File: src/rtl/int_sync_pkg.sv
`default_nettype none
// ============================================================================
// Module   : int_sync_pkg
// Purpose  : Shared constants and helpers for the interrupt sync crossing sink.
// Revision : 1.0 - initial release
// ============================================================================
package int_sync_pkg;

    localparam int SYNC_DEPTH_MIN = 2;
    localparam int SYNC_DEPTH_MAX = 4;

    localparam logic MODE_LEVEL = 1'b0;
    localparam logic MODE_EDGE  = 1'b1;

    function automatic int clog2(input int value);
        int r;
        int v;
        r = 0;
        v = value - 1;
        while (v > 0) begin
            r = r + 1;
            v = v >> 1;
        end
        return r;
    endfunction

    // Index fields never collapse to zero width, even for a single line.
    function automatic int id_width(input int num);
        return (clog2(num) < 1) ? 1 : clog2(num);
    endfunction

endpackage
`default_nettype wire

File: src/rtl/int_sync_filt_line.sv
`default_nettype none
// ============================================================================
// Module   : int_sync_filt_line
// Purpose  : One interrupt line: flop synchronizer followed by a glitch filter.
// Revision : 1.0 - initial release
// ============================================================================
module int_sync_filt_line
    import int_sync_pkg::*;
#(
    parameter int SYNC_DEPTH  = 3,
    parameter int FILT_CYCLES = 4
) (
    input  logic clock,
    input  logic reset,
    input  logic sync_in,
    output logic filt
);

    localparam int c_depth = (SYNC_DEPTH < SYNC_DEPTH_MIN) ? SYNC_DEPTH_MIN :
                             (SYNC_DEPTH > SYNC_DEPTH_MAX) ? SYNC_DEPTH_MAX : SYNC_DEPTH;

    logic [c_depth-1:0] r_sync;
    logic               w_s;
    logic               r_filt;

    always_ff @(posedge clock or negedge reset) begin
        if (!reset) begin
            r_sync <= '0;
        end else begin
            r_sync <= {r_sync[c_depth-2:0], sync_in};
        end
    end

    assign w_s = r_sync[c_depth-1];

    generate
        if (FILT_CYCLES == 0) begin : g_bypass
            always_ff @(posedge clock or negedge reset) begin
                if (!reset) begin
                    r_filt <= 1'b0;
                end else begin
                    r_filt <= w_s;
                end
            end
        end else begin : g_filter
            localparam int              c_cw       = clog2(FILT_CYCLES + 1);
            localparam logic [c_cw-1:0] c_cnt_last = c_cw'(FILT_CYCLES - 1);

            logic [c_cw-1:0] r_cnt;

            // The counter tracks consecutive cycles that disagree with filt.
            always_ff @(posedge clock or negedge reset) begin
                if (!reset) begin
                    r_filt <= 1'b0;
                    r_cnt  <= '0;
                end else if (w_s == r_filt) begin
                    r_cnt  <= '0;
                end else if (r_cnt == c_cnt_last) begin
                    r_filt <= w_s;
                    r_cnt  <= '0;
                end else begin
                    r_cnt  <= r_cnt + 1'b1;
                end
            end
        end
    endgenerate

    assign filt = r_filt;

endmodule
`default_nettype wire

File: src/rtl/int_sync_crossing_sink_filt.sv
`default_nettype none
// ============================================================================
// Module   : int_sync_crossing_sink_filt
// Purpose  : Receive side of the interrupt crossing with glitch filtering,
//            level/edge line modes and a valid/ready claim port.
// Revision : 1.0 - initial release
// ============================================================================
module int_sync_crossing_sink_filt
    import int_sync_pkg::*;
#(
    parameter int                 NUM_INT     = 4,
    parameter int                 SYNC_DEPTH  = 3,
    parameter int                 FILT_CYCLES = 4,
    parameter logic [NUM_INT-1:0] EDGE_MASK   = {NUM_INT{1'b0}}
) (
    input  logic                          clock,
    input  logic                          reset,
    input  logic [NUM_INT-1:0]            auto_in_sync,
    output logic [NUM_INT-1:0]            auto_out,
    output logic                          irq_valid,
    output logic [id_width(NUM_INT)-1:0]  irq_id,
    input  logic                          irq_ready
);

    localparam int c_id_w = id_width(NUM_INT);

    logic [NUM_INT-1:0] w_filt;
    logic [NUM_INT-1:0] w_out;
    logic [NUM_INT-1:0] w_claim;
    logic               w_valid;
    logic [c_id_w-1:0]  w_id;

    generate
        for (genvar i = 0; i < NUM_INT; i++) begin : g_line
            localparam logic c_edge = (EDGE_MASK[i] == MODE_EDGE);

            logic r_prev;
            logic r_pend;

            int_sync_filt_line #(
                .SYNC_DEPTH  (SYNC_DEPTH),
                .FILT_CYCLES (FILT_CYCLES)
            ) u_filt (
                .clock   (clock),
                .reset   (reset),
                .sync_in (auto_in_sync[i]),
                .filt    (w_filt[i])
            );

            assign w_claim[i] = w_valid && irq_ready && (w_id == c_id_w'(i));

            // A new rising edge outranks a claim in the same cycle so no edge is lost.
            always_ff @(posedge clock or negedge reset) begin
                if (!reset) begin
                    r_prev <= 1'b0;
                    r_pend <= 1'b0;
                end else begin
                    r_prev <= w_filt[i];
                    r_pend <= c_edge & ((w_filt[i] & ~r_prev) | (r_pend & ~w_claim[i]));
                end
            end

            assign w_out[i] = c_edge ? r_pend : w_filt[i];
        end
    endgenerate

    always_comb begin
        w_valid = |w_out;
        w_id    = '0;
        for (int i = NUM_INT - 1; i >= 0; i--) begin
            if (w_out[i]) begin
                w_id = c_id_w'(i);
            end
        end
    end

    assign auto_out  = w_out;
    assign irq_valid = w_valid;
    assign irq_id    = w_id;

endmodule
`default_nettype wire

File: config.mk
export PLATFORM = sky130hd
export DESIGN_NAME = int_sync_crossing_sink_filt
export DESIGN_NICKNAME = d
export VERILOG_FILES = /design/src/rtl/int_sync_pkg.sv /design/src/rtl/int_sync_filt_line.sv /design/src/rtl/int_sync_crossing_sink_filt.sv
export SDC_FILE = /design/constraint.sdc
export NUM_CORES = 1
export LEC_CHECK = 0
export ABC_AREA = 1
export CAP_MARGIN = 15
export CORE_MARGIN = 5
export CORE_UTILIZATION = 30
export DETAILED_ROUTE_END_ITERATION = 8
export SLEW_MARGIN = 20
export SYNTH_ARGS = -nofsm -noshare
export SYNTH_HDL_FRONTEND = slang
export SYNTH_SLANG_ARGS = --single-unit
export TNS_END_PERCENT = 5
File: constraint.sdc
create_clock -name clock -period 1.9 [get_ports clock]
set_clock_uncertainty 0.05 [all_clocks]
set_input_delay 0.38 -clock clock [delete_from_list [all_inputs] [get_ports clock]]
set_output_delay 0.38 -clock clock [all_outputs]
set_load 0.01 [all_outputs]
==> results_dict.tcl <==
set metrics [dict create \
    outcome "completed" \
    place.gp.congestion 0.7076 \
    route.detailed.wl_per_inst_um 8.561 \
    track_usage_pct 6.613 \
    fin_hold_ws_ps 308.9 \
    layout.cells.most_common "nand2_1" \
    synth_cell_types 11 \
    worst_pin_slew_ps 345.9 \
    clk_latency_ps 310 \
    seq_power_share_pct 48.9 \
    irDropWorstVdd_uv 514.4 \
    fmax_ghz 0.5488 \
    die_h_um 70.27 \
    ys_ff_latch 28 \
    final_cell_mix "nand2_1, dfrtp_1, inv_1" \
    dr.pass1.iters 4 \
    max-cap-violations 0 \
    p_leak_uw 0.0006584 \
    p_comb_share_pct 34.2 \
    worstSetupEndpointType "output pin" \
    final-max-slew-violation-count 0 \
    grt_pass1_vias 663 \
    dp_hpwl_mm 1.144 \
    antennaDiodeCount 0 \
    core_um2 3416 \
    h-tree-depth 1 \
    path_max_fanout 3 \
    cts_tree "done" \
    grt_pass1_wl_mm 2.704 \
    grt_overflow 0 \
    crit_chain "buf_4 -> clkdlybuf4s50_1" \
    synth_seq_area_share_pct 64.29 \
    period_minus_slack_ps 1822 \
    wl_mm 1.481 \
    ant_nets 0 \
    cp.required_ps 1470 \
    fp.dieW_um 70.27 \
    avgSynthCellArea_um2 9.644 \
    hp-class "flip-flop to flip-flop" \
    numPortBuffers 12 \
    synth_area_um2 1090 \
    p_sw_uw 535.4 \
    route.detailed.drc 0 \
    startpoint_type "flip-flop" \
    avgViaCountPerCell 3.902 \
    numCtsBuffers 3 \
    critPathArrivalTime_ps 1390 \
    cts-root-buf "clkbuf_4" \
    path_class "flip-flop to output pin" \
    clock_path_buffers 2 \
    syn_nets 124 \
    boundaryPins 14 \
    intPower_uw 1095 \
    start_util_pct 31.90 \
    synth_warnings 0 \
    cts_hold_buffers 0 \
    crit_slowest_cell "clkdlybuf4s50_1" \
    clock_sinks 28 \
    tns_ps 0 \
    pwr-share-clk_pct 17.0 \
    grt_antenna_before_repair 0 \
    grt_setup_unrepaired "false" \
    p_per_area_nw_per_um2 1269 \
    drtIter0Drc 48 \
    path_clk_slew_ps 140 \
    syn_inst 113 \
    cpPeakStageDelay_ps 520 \
    vias 675 \
    switching_share_pct 32.84 \
    period_share_pct 95.90 \
    timing.slew.headroom_pct 76.94 \
    syn_to_final_growth_pct 17.91 \
    grt_max_degree 29 \
    nNetsFinal 139 \
    setup_viol 0 \
    die_area_um2 4938 \
    layout-drive-gt1-share_pct 11.02 \
    hold_violations 0 \
    fp-row-count 21 \
]
repair_timing:
action,4_1_cts,5_1_grt
hold endpoints to repair,0,0
buffers inserted,1,0
endpoints found under the setup margin,3,0
resized for setup,3,0
synthesized netlist by cell type, drive strengths merged:
| cell type | number | area (um^2) |
|---|---|---|
| nor2 | 12 | 45.04 |
| dfrtp | 28 | 700.7 |
| nand4 | 1 | 6.260 |
| nand2 | 37 | 148.9 |
| inv | 21 | 78.82 |
| a21oi | 2 | 10.01 |
| buf | 4 | 30.03 |
| ha | 4 | 50.05 |
| nand3 | 4 | 20.02 |
final cells by class:
cell class	instances	area, um^2
Inverter	21	78.83
Tap cell	46	57.56
Sequential cell	28	700.7
Timing Repair Buffer	14	131.4
Multi-Input combinational cell	60	280.3
Fill cell	340	2131
Clock buffer	4	36.28
logic make-up (layout without fill, tap and decap cells):
kind of cell	after synthesis	count (layout)	synth area share, %
AO/OA/AOI/OAI	2	2	0.9185
buffers and inverters	25	39	9.988
adder cells (fa/ha/maj)	4	4	4.593
AND/OR/NAND/NOR	54	54	20.21
flip-flops	28	28	64.29
worst paths after layout:
kind,cells past startpoint,endpoint,slack (ps),startpoint
worst max register to register,4,g_line[3].u_filt.g_filter.r_cnt[0]$_DFF_PN0_,880,g_line[3].u_filt.g_filter.r_cnt[0]$_DFF_PN0_
min in group asynchronous,2,g_line[1].u_filt.g_filter.r_cnt[2]$_DFF_PN0_,370,reset
max in group asynchronous,2,g_line[2].u_filt.g_filter.r_cnt[1]$_DFF_PN0_,1170,reset
worst min-delay path,0,g_line[3].u_filt.r_sync[2]$_DFF_PN0_,310,g_line[3].u_filt.r_sync[1]$_DFF_PN0_
worst min register to register,0,g_line[3].u_filt.r_sync[2]$_DFF_PN0_,310,g_line[3].u_filt.r_sync[1]$_DFF_PN0_
worst max-delay path,2,auto_out[0],80,g_line[0].u_filt.filt$_DFFE_PN0P_
per-layer routing:
layer | vias to the layer above | track usage [%] | routed length [um]
li1 | 363 | - | -
met1 | 302 | 7.942 | 703
met2 | 8 | 11.43 | 704
met3 | 2 | 2.296 | 64
met4 | 0 | 1.277 | 9
met5 | - | 0 | 0
flip-flops by register name, indices dropped and copies added, names as in the netlist:
| signal | cells |
|---|---|
| g_line.u_filt.g_filter.r_cnt | 12 |
| g_line.u_filt.filt | 4 |
| g_line.u_filt.r_sync | 12 |
worst max-delay path, delay by kind of cell (launching register included):
| kind | cells | cell delay, ps |
|---|---|---|
| flip-flops | 1 | 420 |
| buffers and inverters | 2 | 660 |
metrics by stage:
step	std cells	total power (uW)	cell area (um^2)	util [%]	worst slack [ps]
5_1_grt	173	1779	1285	37.62	9.117
3_5_place_dp	168	1401	1245	36.45	212.8
6_report	173	1630	1285	37.62	77.81
3_3_place_gp	168	1371	1245	36.45	233.2
2_1_floorplan	113	1194	1090	-	751.6
4_1_cts	173	1665	1285	37.62	48.29
power by group through the flow:
stage	clock network, uW	logic, uW	registers (uW)
2_1_floorplan	0	400	794
3_3_place_gp	0	563	808
3_5_place_dp	0	584	817
4_1_cts	290	576	799
5_1_grt	307	659	814
6_report	277	557	797
(Power assumes the default switching activity.)
